[config.mk]
export PLATFORM = sky130hd
export DESIGN_NAME = time_interval_log
export DESIGN_NICKNAME = d
export VERILOG_FILES = /design/src/rtl/time_interval_log.sv
export SDC_FILE = /design/constraint.sdc
export NUM_CORES = 1
export LEC_CHECK = 0
export BUFFER_PORTS_ARGS = -buffer_cell sky130_fd_sc_hd__buf_2
export CELL_PAD_IN_SITES_DETAIL_PLACEMENT = 0
export CELL_PAD_IN_SITES_GLOBAL_PLACEMENT = 1
export CORE_ASPECT_RATIO = 0.5
export CORE_MARGIN = 5
export CORE_UTILIZATION = 48
export DETAILED_ROUTE_END_ITERATION = 12
export GPL_ROUTABILITY_DRIVEN = 0
export HOLD_SLACK_MARGIN = 0.03
export PLACE_DENSITY = 0.84
export SLEW_MARGIN = 15
export SYNTH_ARGS = -nofsm -noshare
export SYNTH_HDL_FRONTEND = slang
export SYNTH_SLANG_ARGS = --single-unit
[constraint.sdc]
create_clock -name clock -period 8.9 [get_ports clock]
set_clock_uncertainty 0.05 [all_clocks]
set_input_delay 1.78 -clock clock [delete_from_list [all_inputs] [get_ports clock]]
set_output_delay 1.78 -clock clock [all_outputs]
set_load 0.01 [all_outputs]
[src/rtl/time_interval_log.sv]
// Turns START/STOP commands into per-region elapsed-cycle records, queued in a show-ahead FIFO.
// Optional TIME_LOG_ERR_CNT_EN adds a saturating count of STOPs issued without a matching START.
module time_interval_log #(
  parameter int WIDTH = 64,
  parameter int ID_W  = 3,
  parameter int DEPTH = 8
) (
  input  logic              clock,
  input  logic              reset,
  input  logic [WIDTH-1:0]  curr_time,
  input  logic              ivalid,
  output logic              iready,
  input  logic [WIDTH-1:0]  command,
  output logic              ovalid,
  input  logic              oready,
  output logic [WIDTH-1:0]  result,
  output logic [ID_W-1:0]   result_id,
  output logic [15:0]       err_count
);

  localparam int AW  = $clog2(DEPTH);
  localparam int NID = 1 << ID_W;
  localparam logic [AW:0] PTR_ONE = {{AW{1'b0}}, 1'b1};

  typedef enum logic [1:0] {
    OP_NOP   = 2'b00,
    OP_START = 2'b01,
    OP_STOP  = 2'b10,
    OP_CLEAR = 2'b11
  } op_t;

  op_t                    op;
  logic [ID_W-1:0]        cmd_id;
  logic                   unused_cmd_bits;
  logic                   accept;
  logic                   push;
  logic                   pop;
  logic                   clear;
  logic                   full;
  logic                   empty;
  logic [WIDTH-1:0]       elapsed;

  logic [NID-1:0]         armed;
  logic [WIDTH-1:0]       start_time [NID];
  logic [ID_W+WIDTH-1:0]  mem [DEPTH];
  logic [AW:0]            wr_ptr;
  logic [AW:0]            rd_ptr;
  logic [ID_W+WIDTH-1:0]  head;
  logic [ID_W+WIDTH-1:0]  held_head;

  assign op              = op_t'(command[1:0]);
  assign cmd_id          = command[ID_W+1:2];
  assign unused_cmd_bits = ^command[WIDTH-1:ID_W+2];

  assign empty  = (wr_ptr == rd_ptr);
  assign full   = (wr_ptr[AW] != rd_ptr[AW]) && (wr_ptr[AW-1:0] == rd_ptr[AW-1:0]);
  assign iready = ~full & ~reset;
  assign ovalid = ~empty;

  assign accept  = ivalid & iready;
  assign push    = accept && (op == OP_STOP) && armed[cmd_id];
  assign clear   = accept && (op == OP_CLEAR);
  assign pop     = ovalid & oready;
  assign elapsed = curr_time - start_time[cmd_id];

  always_ff @(posedge clock) begin
    if (reset) begin
      armed <= '0;
    end else if (clear) begin
      armed <= '0;
    end else if (accept && (op == OP_START)) begin
      armed[cmd_id] <= 1'b1;
    end else if (push) begin
      armed[cmd_id] <= 1'b0;
    end
  end

  // Timestamps need no reset: an entry is only read while its armed bit is set.
  always_ff @(posedge clock) begin
    if (accept && (op == OP_START)) begin
      start_time[cmd_id] <= curr_time;
    end
  end

  always_ff @(posedge clock) begin
    if (push) begin
      mem[wr_ptr[AW-1:0]] <= {cmd_id, elapsed};
    end
  end

  // A flush simply snaps the read pointer onto the write pointer, overriding any pop.
  always_ff @(posedge clock) begin
    if (reset) begin
      wr_ptr <= '0;
      rd_ptr <= '0;
    end else begin
      if (push) begin
        wr_ptr <= wr_ptr + PTR_ONE;
      end
      if (clear) begin
        rd_ptr <= wr_ptr;
      end else if (pop) begin
        rd_ptr <= rd_ptr + PTR_ONE;
      end
    end
  end

  assign head = mem[rd_ptr[AW-1:0]];

  // Remember the last visible head so the outputs stay put once the FIFO drains or is flushed.
  always_ff @(posedge clock) begin
    if (reset) begin
      held_head <= '0;
    end else if (!empty) begin
      held_head <= head;
    end
  end

  always_comb begin
    result    = held_head[WIDTH-1:0];
    result_id = held_head[ID_W+WIDTH-1:WIDTH];
    if (!empty) begin
      result    = head[WIDTH-1:0];
      result_id = head[ID_W+WIDTH-1:WIDTH];
    end
  end

`ifdef TIME_LOG_ERR_CNT_EN
  logic        stray_stop;
  logic [15:0] err_q;

  assign stray_stop = accept && (op == OP_STOP) && !armed[cmd_id];

  always_ff @(posedge clock) begin
    if (reset) begin
      err_q <= '0;
    end else if (stray_stop && (err_q != 16'hFFFF)) begin
      err_q <= err_q + 16'd1;
    end
  end

  assign err_count = err_q;
`else
  assign err_count = 16'h0;
`endif

endmodule

Yosys cells after proc, flatten, opt, wreduce, memory -nomap -nowiden

Memories as Yosys holds them, arrays and structs flattened. A register that Yosys moved wholly into a read port is not among the register bits.
Cells that the tools add are included.
Widths: inputs -> output; s select.

Register bits: 83
Latch bits: 0
Bits of input ports: 132
Logic and storage cells: 51
ROM bits: 0
Output and inout port bits: 85
RAM bits: 1048
Memories kept: 2

Equality and inequality tests: 6
$mul: 0
Reductions and logical operators: 9
$add $sub $neg: 3
Divide/modulo/power cells: 0
Bitwise gates (word level): 9
Muxes and demuxes: 16
$lt $le $gt $ge: 2
Shifts and indexed selects: 0

Memories:

| memory     | depth | bits a word | rd ports | clocked after memory_dff | wr ports | line | text |
|---|---|---|---|---|---|---|---|
| mem        | 8     | 67          | 1        | 1                        | 1        | 45   | `logic [ID_W+WIDTH-1:0] mem [DEPTH];` |
| start_time | 8     | 64          | 1        | 0                        | 1        | 44   | `logic [WIDTH-1:0] start_time [NID];` |

Operators by type and width:

| operator            | count |
|---|---|
| $mux 64             | 1 |
| $sub 64x64->64      | 1 |
| $mux 8              | 2 |
| $mux 3              | 3 |
| $add 4x1->4 const B | 2 |
| $and 8x8->8         | 1 |
| $mux 4              | 2 |
| $not 8->8           | 1 |
| $or 8x8->8          | 1 |
| $logic_and 1x1->1   | 6 |
| $mux 1              | 6 |
| $eq 2x2->1 const B  | 2 |
| $eq 4x4->1          | 1 |
| $lt 3x4->1 const B  | 1 |
| $reduce_bool 2->1   | 2 |
| $and 1x1->1         | 3 |
| $bmux 1 s3          | 1 |
| $demux 1 s3         | 1 |
| $eq 3x3->1          | 1 |
| $ge 3x1->1 const B  | 1 |
| $not 1->1           | 3 |
| $eq 2x1->1 const B  | 1 |
| $reduce_or 2->1     | 1 |
| $ne 1x1->1          | 1 |

Depth between registers and ports, before layout

Depth after elaboration: 9
Mapped depth: 19

Worst setup path before layout

OpenSTA, ideal clock, no wires.

Path kind: input to register
From: in command[3]
To: mem mem[4][0] (netlist name), enable pin
Stages: 6
Path buffers: 0
Required time: 8.262 ns
Path slack: 0.333 ns
Setup time: 0.588 ns
Data arrival time: 7.928 ns
Cells stage by stage: or3b_2 o22ai_1 nor4b_1 o2111ai_2 or2_2 nor3b_1

Longest elaborated chain between the ends: 5

RTL lines:

| element                      | line | text |
|---|---|---|
| start: declaration           | 13   | `input logic [WIDTH-1:0] command,` |
| $bmux 1 s3                   | 61   | `assign push = accept && (op == OP_STOP) && armed[cmd_id];` |
| $mux 1 (not written as such) | 61   |  |
| $logic_and 1x1->1            | 61   |  |
| $mux 1                       | 86   | `if (push) begin` |
| $mux 1 (not written as such) | 87   | `mem[wr_ptr[AW-1:0]] <= {cmd_id, elapsed};` |
| end: declaration             | 45   |  |

Every way passes these cells. The select of a mux whose other input is x is not followed.

Worst setup path in the final report

From: in command[2]
To: mem mem[5][45] (netlist name) (data pin)

Longest elaborated chain between the ends: 2

RTL lines:

| element               | line | text |
|---|---|---|
| $mem_v2 8x64          | --   |  |
| $sub 64x64->64        | 64   | `assign elapsed = curr_time - start_time[cmd_id];` |
| named net elapsed[45] | 41   | `logic [WIDTH-1:0] elapsed;` |

The timed path passes the listed nets, and every way through them passes these cells.

==> summary.md <==
| Metric | Value |
|---|---|
| First-pass DRT Iterations | 5 |
| Commonest cells in the netlist | edfxtp_1 (1048), nand2_1 (138), a22oi_1 (134), mux4_2 (134), clkbuf_1 (105) |
| Hold Crit Class | register to register |
| Clk root buf | clkbuf_16 |
| Post-synth EDFFs | 1048 |
| H-tree levels | 3 |
| Slew margin rel. | 0.141 |
| Wirelength per Cell | around 26 µm |
| Max Slew Vio Count | 0 |
| Initial antenna violation count | 19 |
| Post-CTS sizing | 0 |
| Io pins | around 220 |
| Flop2flop setup slack | around 4.4 ns |
| Clk_lat worst skew | 0.67 ns |
| Crit path arrival time | 6.86 ns |
| ANT nets after route | 0 |
| PwrDens | between 200 and 250 mW/mm² |
| Final Critical Period | roughly 6.6 ns |
| Max Cap Violations | 0 |
| Syn Area/Cell | roughly 17 µm² |
| Library cells used by synthesis | 74 |
| Top-count cell post-synth | edfxtp_1 |
| Required time of the critical path | a little over 9 ns |
| FP Rows | 79 |
| DRC viols | 0 |
| Synthesized instance count | ~2700 |
| Area growth, synth to finish | 11.8% |
| Synth warn | 0 |
| Input/output buffers | 141 |
| Outcome | completed |
| Commonest register cell after synthesis | edfxtp_1 |
| Busiest layer in global routing | met2 |
| Min-Delay Path Depth | 2 |
| Core Region | 0.0934 mm² |
| Met2 GRT Util | 0.322 |
| Peak supply drop | between 0.0001 and 0.00015 V |
| R2r worst-path depth | 14 |
| Crit start category | input port |
| Place WS | about 1.8 ns |
| Num Clock Sinks | between 1000 and 1500 |
| Die area | just over 0.1 mm² |
| Fin worst setup slack | 2.29 ns |
| Post-synthesis sequential area ratio | 0.731 |
| CP Class | input port to register |
| Global-route met3 utilization | 0.0539 |
| CTS tree | yes |
| Vias per cell | 5.97 |
| First-pass GRT wire length | around 160000 µm |
| Worst Max-Slew Pin Slew | ~1.3 ns |
| Routed Wire Length | roughly 110000 µm |
| Yosys reg bits | approximately 1100 |
| Deepest clock path buffer count | 3 |
| Total gr overflow | 0 |
| CTS Buf Count | between 90 and 100 |
| Chip Width | roughly 450 µm |
| Initial DRC Count | ~2700 |
| CP max FO | 25 |
| Number of setup buffers added after CTS | 0 |
| Crit. End Element | register |
| Vias in the first global route | between 20000 and 25000 |
| Reg clk slew, reported paths | about 0.06 ns |
| Leak | ~0.016 µW |
| Period utilization | 0.743 |
| Met1 Usage GRT | 0.295 |
| Fraction of registers with async set/reset | 0 |
| Final hold viol count | 0 |
| Post-CTS Hold Buffers | 0 |
| Starting Density | 0.486 |
| Reg2reg end | mem[0][56] |
| Layout Nets | about 3000 |
| Gr usage total | 0.208 |
| HPWL Detailed | 63500 µm |
| Yosys top cell area share | 0.693 |
| Die height | about 230 µm |
| Cell taking the most area after synthesis | edfxtp_1 |
| Setup TNS | 0 ns |
| Fmax | between 150 and 200 MHz |
| Largest net degree at the start of global routing | between 100 and 150 |
| RSZ-0062 raised after global routing | false |
| Vias | 24700 |
| Synth area leaders | edfxtp_1 (69%), mux4_2 (6.6%), dfxtp_1 (3.8%) |
| Synth Cell Area | around 0.045 mm² |
| Final Setup Violations | 0 |
| Layout cell share with drive strength beyond 1 | 0.181 |
| R2R Path Start | start_time[0][0] |
## worst max-delay path, stage by stage
cell and delay [ns]:
buf_2 0.39, and2_2 0.64, buf_4 0.41, a221oi_1 0.14, and3_1 0.21, ha_1 0.46, o211ai_1 0.16, a21oi_2 0.20
o21ai_1 0.15, a21oi_2 0.23, o2111ai_2 0.18, a21oi_2 0.33, o21bai_2 0.18, o21a_1 0.24, o31ai_2 0.22, xor2_1 0.89
## power by group
group	internal [µW]	switching (µW)
sequential	6110	42.9
combinational	519	1040
clock	2290	1850
total	8920	2930
## layout by cell type, fill, tap and decap left out, types with 70 or more instances in the layout
cell type  instances
clkbuf_16         99
dfxtp_1           83
buf_2            141
a21oi_1           77
edfxtp_1        1048
o21ai_0           95
nand2_1          138
nor2b_1           77
ha_1              71
mux4_2           134
a22oi_1          134
mux2i_1           70
## logic make-up (layout without fill, tap and decap cells)
group | count (synthesis) | in the layout | share of synthesized area
fa+ha+maj | 72 | 72 | 0.0200
other cells | 1 | 27 | 0.0000826
buf+inv | 184 | 396 | 0.0171
compound gates | 554 | 554 | 0.0875
simple gates | 433 | 433 | 0.0493
xor+xnor | 70 | 70 | 0.0135
flops | 1134 | 1134 | 0.731
mux | 204 | 204 | 0.0819
## layer usage
metal  up-vias  wire length (µm)
li1      10900                 -
met1     12600             44700
met2      1010             48900
met3       155             10500
met4        14              2350
met5         -                82
## worst max-delay path by stage
stage	from	endpoint	slack (ns)	cells past startpoint
after global placement	command[2]	mem[2][45]	1.85	16
after detailed placement	command[2]	mem[3][45]	1.79	16
final	command[2]	mem[5][45]	2.29	16
after CTS	command[2]	mem[5][45]	2.47	16
after floorplan	command[3]	mem[4][0]	0.33	6
after global routing	command[2]	mem[3][58]	2.05	17
## state kept, by name (all words and copies together), names as in the netlist, named ones only
| name | cells |
|---|---|
| mem | 536 |
| rd_ptr | 4 |
| wr_ptr | 4 |
| held_head | 67 |
| start_time | 512 |
## layout make-up
cell class | instances | area (µm²)
Fill cell | 7092 | 42600
Sequential cell | 1134 | 33200
Multi-Input combinational cell | 1349 | 11600
Clock buffer | 129 | 2630
Tap cell | 1255 | 1570
Timing Repair Buffer | 194 | 1150
Clock inverter | 49 | 467
Inverter | 24 | 90.1
Antenna cell | 11 | 27.5
## stage by stage
stage / instances / area, µm² / util / hold WS, ns / power [µW]
after global routing: 4142 / 50800 / 0.544 / 0.453 / 12300
after CTS: 4134 / 50700 / 0.543 / 0.435 / 11900
final: 4145 / 50800 / 0.544 / 0.435 / 11900
after global placement: 3956 / 47600 / 0.510 / 0.404 / 7760
after detailed placement: 3956 / 47600 / 0.510 / 0.425 / 7800
after floorplan: 2667 / 45500 / - / 0.392 / 7210
(Power assumes the default switching activity.)
